`config.mk`:
```
export PLATFORM = sky130hd
export DESIGN_NAME = halt_dump_unit
export DESIGN_NICKNAME = d
export VERILOG_FILES = /design/src/rtl/halt_dump_unit.sv
export SDC_FILE = /design/constraint.sdc
export NUM_CORES = 1
export LEC_CHECK = 0
export BUFFER_PORTS_ARGS = -buffer_cell sky130_fd_sc_hd__buf_2
export CAP_MARGIN = 0
export CORE_ASPECT_RATIO = 2
export CORE_MARGIN = 10
export CORE_UTILIZATION = 46
export DETAILED_ROUTE_END_ITERATION = 7
export PLACE_DENSITY = 0.79
export SYNTH_ARGS = -nofsm -noshare
export SYNTH_HDL_FRONTEND = slang
export SYNTH_SLANG_ARGS = --single-unit
```
`constraint.sdc`:
```
create_clock -name clk -period 2.43 [get_ports clk]
set_input_delay 0.3645 -clock clk [delete_from_list [all_inputs] [get_ports clk]]
set_output_delay 0.3645 -clock clk [all_outputs]
set_load 0.05 [all_outputs]
```
`src/rtl/halt_dump_unit.sv`:
```
// Halt detector and register dump engine: watches the committed PC, stops on the
// halt address or the cycle limit, then streams every register out over valid/ready.
module halt_dump_unit #(
    parameter logic [31:0] HALT_PC     = 32'h00020000,
    parameter int          CYCLE_LIMIT = 1000,
    parameter int          CNT_W       = 16,
    parameter int          NREG        = 32
) (
    input  logic             clk,
    input  logic             rst,
    input  logic [31:0]      pc_in,
    input  logic [4:0]       dbg_sel,
    output logic [4:0]       reg_sel,
    input  logic [31:0]      reg_data,
    output logic             dump_valid,
    input  logic             dump_ready,
    output logic [4:0]       dump_idx,
    output logic [31:0]      dump_data,
    output logic [CNT_W-1:0] cycle_count,
    output logic             halted,
    output logic             halt_cause,
    output logic             done
);

    localparam logic [2:0] S_RUN     = 3'd0;
    localparam logic [2:0] S_SELECT  = 3'd1;
    localparam logic [2:0] S_CAPTURE = 3'd2;
    localparam logic [2:0] S_SEND    = 3'd3;
    localparam logic [2:0] S_DONE    = 3'd4;

    localparam logic [CNT_W-1:0] CNT_LAST = CNT_W'(CYCLE_LIMIT - 1);
    localparam logic [4:0]       IDX_LAST = 5'(NREG - 1);

    logic [2:0]       state_q, state_d;
    logic [CNT_W-1:0] cycle_count_q, cycle_count_d;
    logic             halted_q, halted_d;
    logic             halt_cause_q, halt_cause_d;
    logic             done_q, done_d;
    logic             dump_valid_q, dump_valid_d;
    logic [4:0]       dump_idx_q, dump_idx_d;
    logic [31:0]      dump_data_q, dump_data_d;
    logic [4:0]       index_q, index_d;

    always_comb begin
        state_d       = state_q;
        cycle_count_d = cycle_count_q;
        halted_d      = halted_q;
        halt_cause_d  = halt_cause_q;
        done_d        = done_q;
        dump_valid_d  = dump_valid_q;
        dump_idx_d    = dump_idx_q;
        dump_data_d   = dump_data_q;
        index_d       = index_q;
        case (state_q)
            S_RUN: begin
                // PC match is tested first so it wins over a coincident timeout
                if (pc_in == HALT_PC) begin
                    state_d      = S_SELECT;
                    halted_d     = 1'b1;
                    halt_cause_d = 1'b0;
                end else if (cycle_count_q == CNT_LAST) begin
                    state_d      = S_SELECT;
                    halted_d     = 1'b1;
                    halt_cause_d = 1'b1;
                end else begin
                    cycle_count_d = cycle_count_q + 1'b1;
                end
            end
            S_SELECT: state_d = S_CAPTURE;
            S_CAPTURE: begin
                dump_data_d  = (index_q == 5'd0) ? 32'h0 : reg_data;
                dump_idx_d   = index_q;
                dump_valid_d = 1'b1;
                state_d      = S_SEND;
            end
            S_SEND: begin
                if (dump_ready) begin
                    dump_valid_d = 1'b0;
                    if (index_q == IDX_LAST) begin
                        state_d = S_DONE;
                        done_d  = 1'b1;
                    end else begin
                        index_d = index_q + 1'b1;
                        state_d = S_SELECT;
                    end
                end
            end
            S_DONE: state_d = S_DONE;
            default: state_d = S_RUN;
        endcase
    end

    always_ff @(posedge clk or posedge rst) begin
        if (rst) begin
            state_q       <= S_RUN;
            cycle_count_q <= '0;
            halted_q      <= 1'b0;
            halt_cause_q  <= 1'b0;
            done_q        <= 1'b0;
            dump_valid_q  <= 1'b0;
            dump_idx_q    <= 5'd0;
            dump_data_q   <= 32'h0;
            index_q       <= 5'd0;
        end else begin
            state_q       <= state_d;
            cycle_count_q <= cycle_count_d;
            halted_q      <= halted_d;
            halt_cause_q  <= halt_cause_d;
            done_q        <= done_d;
            dump_valid_q  <= dump_valid_d;
            dump_idx_q    <= dump_idx_d;
            dump_data_q   <= dump_data_d;
            index_q       <= index_d;
        end
    end

    // The register-file port belongs to the debugger except while dumping
    assign reg_sel     = (state_q == S_SELECT || state_q == S_CAPTURE || state_q == S_SEND)
                         ? index_q : dbg_sel;
    assign dump_valid  = dump_valid_q;
    assign dump_idx    = dump_idx_q;
    assign dump_data   = dump_data_q;
    assign cycle_count = cycle_count_q;
    assign halted      = halted_q;
    assign halt_cause  = halt_cause_q;
    assign done        = done_q;

endmodule

```
# Word-level counts from Yosys, hierarchy flattened
# Cells that the tools add are included.
# op_classes
mux,12
add_sub_neg,2
bitwise_logic,3
eq_ne,9
reduce_logical,12
# op_table
op,count
32-bit by 18-bit equality test with 1-bit output (second input constant),1
32-bit 2-to-1 mux,1
16-bit by 1-bit adder with 16-bit output (second input constant),1
16-bit by 10-bit equality test with 1-bit output (second input constant),1
3-bit case mux with 5 select lines,1
3-bit 2-to-1 mux,4
3-bit AND reduction,3
3-bit by 2-bit equality test with 1-bit output (second input constant),2
2-bit AND reduction,3
5-bit by 1-bit adder with 5-bit output (second input constant),1
5-bit equality test (second input constant),1
5-bit logical NOT,1
5-bit 2-to-1 mux,1
1-bit 2-to-1 mux,4
2-bit nonzero test,2
3-bit by 1-bit equality test with 1-bit output (second input constant),1
3-bit equality test (second input constant),1
3-bit logical NOT,1
3-bit inequality test (second input constant),1
1-bit inverter,3
1-bit logical OR,2
2-bit inequality test (second input constant),1
1-bit case mux with 2 select lines,1
# word_totals
regBits,65
input_bits,72
output_inout_bits,62
word_cells,47

# Depth between registers and ports, before layout
# Gate-level depths: netlist (run 1).
# depth
ltp_word,4
depth_mapped,7
ltp_nobuf,6

# Worst setup path before layout (run 1)
# No wires, ideal clock.
# synth_path
path_type,reg-to-output
startpoint,reg state_q[0]
endpoint,out reg_sel[0]
t_required_ns,2.066
slack_ns,0.024
arrival_ns,2.041
stages_incl_launch_ff,6
path_cell_list,dfrtp_1 -> buf_2 -> nor2_1 -> or2_2 -> clkbuf_1 -> o21ai_0
# synth_via
elab_chain_len,4
# synth_lines
item,line,text
start: declaration,34,"logic [2:0] state_q, state_d;"
start signal: assignment,105,state_q <= state_d;
3-bit by 1-bit equality test with 1-bit output or 3-bit by 2-bit equality test with 1-bit output (tied branches),118,assign reg_sel = (state_q == S_SELECT || state_q == S_CAPTURE || state_q == S_SEND)
1-bit logical OR,118,
1-bit logical OR (*),118,
5-bit 2-to-1 mux (*),119,? index_q : dbg_sel;
end: declaration,13,"output logic [4:0] reg_sel,"
# Mark *: on every way between the ends. The rest lies on a longest branch, timed or not.

# Worst setup path in the final report (run 1)
# Ends and elaborated chain as after synthesis.

==> results of run 1 <==
placed cells by master, fill, tap and decap left out, types with 2 or more instances in the layout:
cell type,synthesis,final
dfrtp_1,65,65
a21oi_1,2,2
clkbuf_1,9,3
nor3_1,5,5
a22o_1,32,32
xor2_1,15,15
nor4_1,11,11
mux2_2,8,8
nor2_1,13,12
nand3_1,5,5
inv_1,3,2
nor4b_1,2,2
nand2b_1,3,3
ha_1,4,4
o21ai_0,6,6
clkbuf_16,0,9
and4_1,2,2
nand4_1,10,10
xnor2_1,3,3
nor3_2,2,2
buf_4,0,2
buf_2,2,133
nand2_1,18,18
clkinv_2,0,2
cell type report:
type / instances / area, sq um / area share (%)
clock buffers: 13 / 250.2 / 6.603
clock inverters: 3 / 40.04 / 1.056
inverters: 3 / 11.26 / 0.2971
multi-input cells: 153 / 1085 / 28.62
flip-flops and latches: 65 / 1627 / 42.92
well taps: 61 / 76.32 / 2.014
repair buffers: 136 / 700.7 / 18.49
routing by layer:
metal,track usage (%),vias to the layer above,wire [um]
li1,-,1124,-
met1,16.16,1136,2875
met2,28.98,124,4123
met3,7.034,23,820
met4,8.744,0,260
met5,0,-,0
cells by family (layout without fill, tap and decap cells):
logic type / Yosys count / in the layout / share of synthesized area [%]
compound gates: 44 / 44 / 12.77
fa+ha+maj: 4 / 4 / 1.811
flops: 65 / 65 / 58.85
buf+inv: 14 / 155 / 1.992
simple gates: 79 / 79 / 15.62
xor+xnor: 18 / 18 / 5.704
mux: 8 / 8 / 3.260
per-stage QoR:
stage	instance area, sq um	std cells	total power, mW	utilization [%]	hold slack, ns
5_1_grt	3790	434	4.683	65.82	0.1993
2_1_floorplan	2764	232	2.823	-	0.4670
6_report	3790	434	4.487	65.82	0.1424
3_5_place_dp	3500	418	3.276	60.78	0.4522
4_1_cts	3790	434	4.535	65.82	0.1623
3_3_place_gp	3500	418	3.234	60.78	0.4586
power by group:
part	internal [mW]	switching (mW)
Sequential	1.30	0.139
Combinational	0.498	1.30
Clock	0.818	0.426
worst paths after layout:
check / startpoint / endpoint / slack, ns / cells after the start
min reg2reg: done$_DFFE_PP0P_ / done$_DFFE_PP0P_ / 0.47 / 1
max in group asynchronous: rst / dump_data[27]$_DFFE_PP0P_ / 1.68 / 3
min: rst / dump_data[7]$_DFFE_PP0P_ / 0.14 / 2
min in group clk: reg_data[25] / dump_data[25]$_DFFE_PP0P_ / 0.25 / 2
max: state_q[0]$_DFFE_PP0P_ / reg_sel[0] / 0.29 / 4
max reg2reg: cycle_count[0]$_DFFE_PP0P_ / cycle_count[1]$_DFFE_PP0P_ / 0.33 / 6
state kept, by name (all words and copies together), names as in the netlist:
name / count
cycle_count: 16
done: 1
state_q: 3
dump_data: 32
halted: 1
index_q: 5
dump_idx: 5
dump_valid: 1
halt_cause: 1
synthesized netlist by cell type (all sizes together) (3+ instances only):
master | number | area share, %
a22o | 32 | 10
clkbuf | 9 | 1.2
dfrtp | 65 | 59
ha | 4 | 1.8
inv | 3 | 0.41
mux2 | 8 | 3.3
nand2 | 18 | 2.4
nand2b | 3 | 0.68
nand3 | 5 | 0.91
nand4 | 10 | 2.3
nor2 | 13 | 1.8
nor3 | 7 | 1.6
nor4 | 11 | 2.5
o21ai | 6 | 1.1
xnor2 | 3 | 0.95
xor2 | 15 | 4.8
==> metrics.txt, run 1 <==
per-cell routed wire length=18.62 um; ys async rst share=100.0%; Crit path buffers/inverters=1; PwrDens=1184 nW/um^2; register area share after synthesis=58.85%; routed wire length=8080 um; grt total ovfl=0; Clock Tree Buf Depth=2; filler instances=483; Ys Warns=0; clk_lat worst skew=0.32 ns; dpl ws=0.3177 ns; drt via density=5.546; CP Launch Type=register; Pre-Repair DR Iteration Count=4; Leak Pwr=2.088 nW; worst rel slew slack=17.92%; number of sinks on the clock net=65; GP Congestion=0.8014; Post-CTS Setup Inserts=0; antenna-violating nets left=0; slowest cell delay on critical path=0.46 ns; CTS tree=done; Total GRT Usage=16.72%; worst endpoint required time=2.07 ns; Hold Crit Class=in -> async; Mean Syn Cell Area=11.91 sq um; CTS HTree Levels=3; IO Pins=134; crit end category=output pin; Peak VDD IR=1014 uV; family with the most delay on the worst path=flip-flops; Unique masters post-synth=33; Post-Syn Nets=308; Slowest cell on crit path=dfrtp_1; CP Data Arrival Time=1.78 ns; starting density of the core=48.00%; part of the cycle the worst path needs=88.12%; Setup Skew=0.004644 ns; Num CTS Buffers=9; Chip Width=74.81 um; number of synthesized flops with an enable pin=0; unrepaired setup endpoints after global routing=false; Layout Nets=444; CTS clock-pin slew for the worst setup and hold paths=0.05 ns; Synth-to-Final Area Change=37.12%; Die Ht=129.6 um; min setup slack post-route=0.2886 ns; antenna violations before repair=0; Vias=2407; die area=9697 sq um; Cells after Synth=232; initial DRC count=109; most common flop cell mapped by yosys=dfrtp_1; Final Hold Fails=0; Synth Cell Area=2764 sq um; DPL Wire Length=6320 um; cells along the critical path=nor2_1, or2_2, o21ai_0, buf_2; Max Cap Viol=0; WS Path Type=reg -> out; endpoints failing setup=0; status=finished, final reports clean; worst-path fanout max=9; Core Box Area=5758 sq um; Slew Limit Fails=0; Slew @ Worst Pin=1.230 ns; IO buf count=133; root buffer cell=clkbuf_16; CTS Hold Bufs=0; drc violations=0; num rows=39; setup TNS=0 ns; first-pass GRT wire length=12540 um; Antenna Cells=0; share of post-route cells with drive strength above 1=43.97%; Final Critical Period=2.141 ns; achievable clock frequency=467.0 MHz; CTS resizes=0; largest net degree at the start of global routing=41; vias in the first global route=2704; #FFs+latches synth=65
Note: power is estimated with default switching activity, not from simulation.
==> inputs of run 2 (changes only) <==
- CORE_ASPECT_RATIO: 2 -> default
==> run 2 against run 1 <==
  * Routed wire length down 5.4%
  * First-iteration DRC count down 48%
  * Sequential power about the same
  * Critical endpoint is now reg_sel[3]
  * Combinational power about the same
  * Core utilization down 2.3 points
  * Design area down 1.3%
  * Global-route usage down 1.0 points
  * Sequential share of layout area up 0.57 points
==> metrics.txt, run 2 (synthesized netlist as in run 1, its figures left out) <==
vias in the first global route=2406; Layout Nets=445; Leak Pwr=2.053 nW; Synth-to-Final Area Change=35.31%; Setup Skew=0.007729 ns; Peak VDD IR=821.8 uV; initial DRC count=57; Worst Reg-to-Reg Cells=5; grt total ovfl=0; Hold Crit Class=in -> async; Die Ht=97.52 um; CTS HTree Levels=3; sequential power share=34.0%; Sw Ratio=43.96%; largest net degree at the start of global routing=37; met2 WL=3415 um; drt via density=5.220; IO buf count=133; Final Hold Fails=0; status=finished, final reports clean; num rows=28; Core Box Area=5886 sq um; cells along the critical path=nor2_1, or2_2, mux2_2, buf_2; number of sinks on the clock net=65; CP Launch Type=register; antenna-violating nets left=0; antenna violations before repair=0; Max Cap Viol=0; WS Path Type=reg -> out; Pre-Repair DR Iteration Count=5; Slowest cell on crit path=dfrtp_1; Vias=2344; Total GRT Usage=15.70%; die area=9509 sq um; commonest non-fill, non-tap cells in the layout=133 x buf_2, 65 x dfrtp_1, 32 x a22o_1; first-pass GRT wire length=12190 um; part of the cycle the worst path needs=87.45%; Chip Width=97.52 um; worst rel slew slack=48.39%; Num CTS Buffers=9; unrepaired setup endpoints after global routing=false; PwrDens=1127 nW/um^2; worst hold slack=0.1639 ns; clk_lat worst skew=0.34 ns; endpoints failing setup=0; routed wire length=7642 um; Final Critical Period=2.125 ns; crit end category=output pin; Slew Limit Fails=0; CP Data Arrival Time=1.76 ns; Clk network pwr share=23.1%; CTS Hold Bufs=0; critical path depth=4; starting density of the core=46.96%; achievable clock frequency=470.6 MHz; Post-CTS Setup Inserts=0; CTS tree=done; sw power=1.854 mW; Clock Tree Buf Depth=2; commonest non-fill, non-tap cell in the layout=buf_2; root buffer cell=clkbuf_8; CTS resizes=0; CTS clock-pin slew for the worst setup and hold paths=0.07 ns; Antenna Cells=0; wire length on met3=804 um; max reg flops=32; top sig layer=met4; family with the most delay on the worst path=flip-flops; internal power=2.363 mW; DPL Wire Length=5803 um; Slew @ Worst Pin=0.7731 ns; worst-path fanout max=9; drc violations=0; share of post-route cells with drive strength above 1=44.92%; setup TNS=0 ns; M1 wire length=3306 um; combinational share of power=42.9%; worst endpoint required time=2.07 ns; Crit path buffers/inverters=1; IO Pins=134; per-cell routed wire length=17.02 um; GP Congestion=0.8590; slowest cell delay on critical path=0.47 ns
[run 2: changes by cell type in the layout (fill, tap and decap cells not counted)]
| cell | before | now |
|---|---|---|
| clkbuf_16 | 9 | 0 |
| buf_4 | 2 | 3 |
| clkinvlp_4 | 0 | 2 |
| clkbuf_8 | 1 | 12 |
| clkinv_2 | 2 | 1 |
| clkbuf_1 | 3 | 0 |
[run 2: path summary, 6_finish.rpt]
kind,start,endpoint,slack (ns)
max,state_q[0]$_DFFE_PP0P_,reg_sel[3],0.30
min,rst,dump_idx[0]$_DFFE_PP0P_,0.16
max reg2reg,state_q[2]$_DFFE_PP0P_,cycle_count[14]$_DFFE_PP0P_,0.38
min reg2reg,halted$_DFFE_PP0P_,halted$_DFFE_PP0P_,0.46
max in group asynchronous,rst,dump_data[3]$_DFFE_PP0P_,1.63
min in group clk,reg_data[24],dump_data[24]$_DFFE_PP0P_,0.23
[run 2: routing by layer]
metal	up-vias	GRT usage, %
met2	105	23.81
met1	1097	18.15
met3	11	8.321
met4	0	6.376
li1	1131	-
met5	-	0
[run 2: power groups by stage]
stage	logic, mW	registers [mW]	clock network [mW]
final	1.81	1.44	0.974
after global routing	1.92	1.46	1.03
after CTS	1.82	1.43	1.00
after detailed placement	1.83	1.44	0
after global placement	1.80	1.44	0
after floorplan	0.714	2.11	0
[run 2: layout make-up]
type                       instances  area (sq um)
sequential                        65          1627
clock inverter                     4         50.05
clock buffer                      12         165.2
timing repair buffer             137         708.2
multi-input combinational        153          1085
fill                             487          2146
tap                               75         93.84
inverter                           3         11.26
[run 2: stage by stage]
stage	cell area [sq um]	setup slack (ns)	power (mW)	util [%]	std cells
after floorplan	2764	0.02446	2.823	-	232
after global placement	3525	0.4948	3.241	59.89	433
after detailed placement	3525	0.4112	3.271	59.89	433
after CTS	3740	0.2920	4.256	63.54	449
after global routing	3740	0.1880	4.413	63.54	449
final	3740	0.3050	4.216	63.54	449
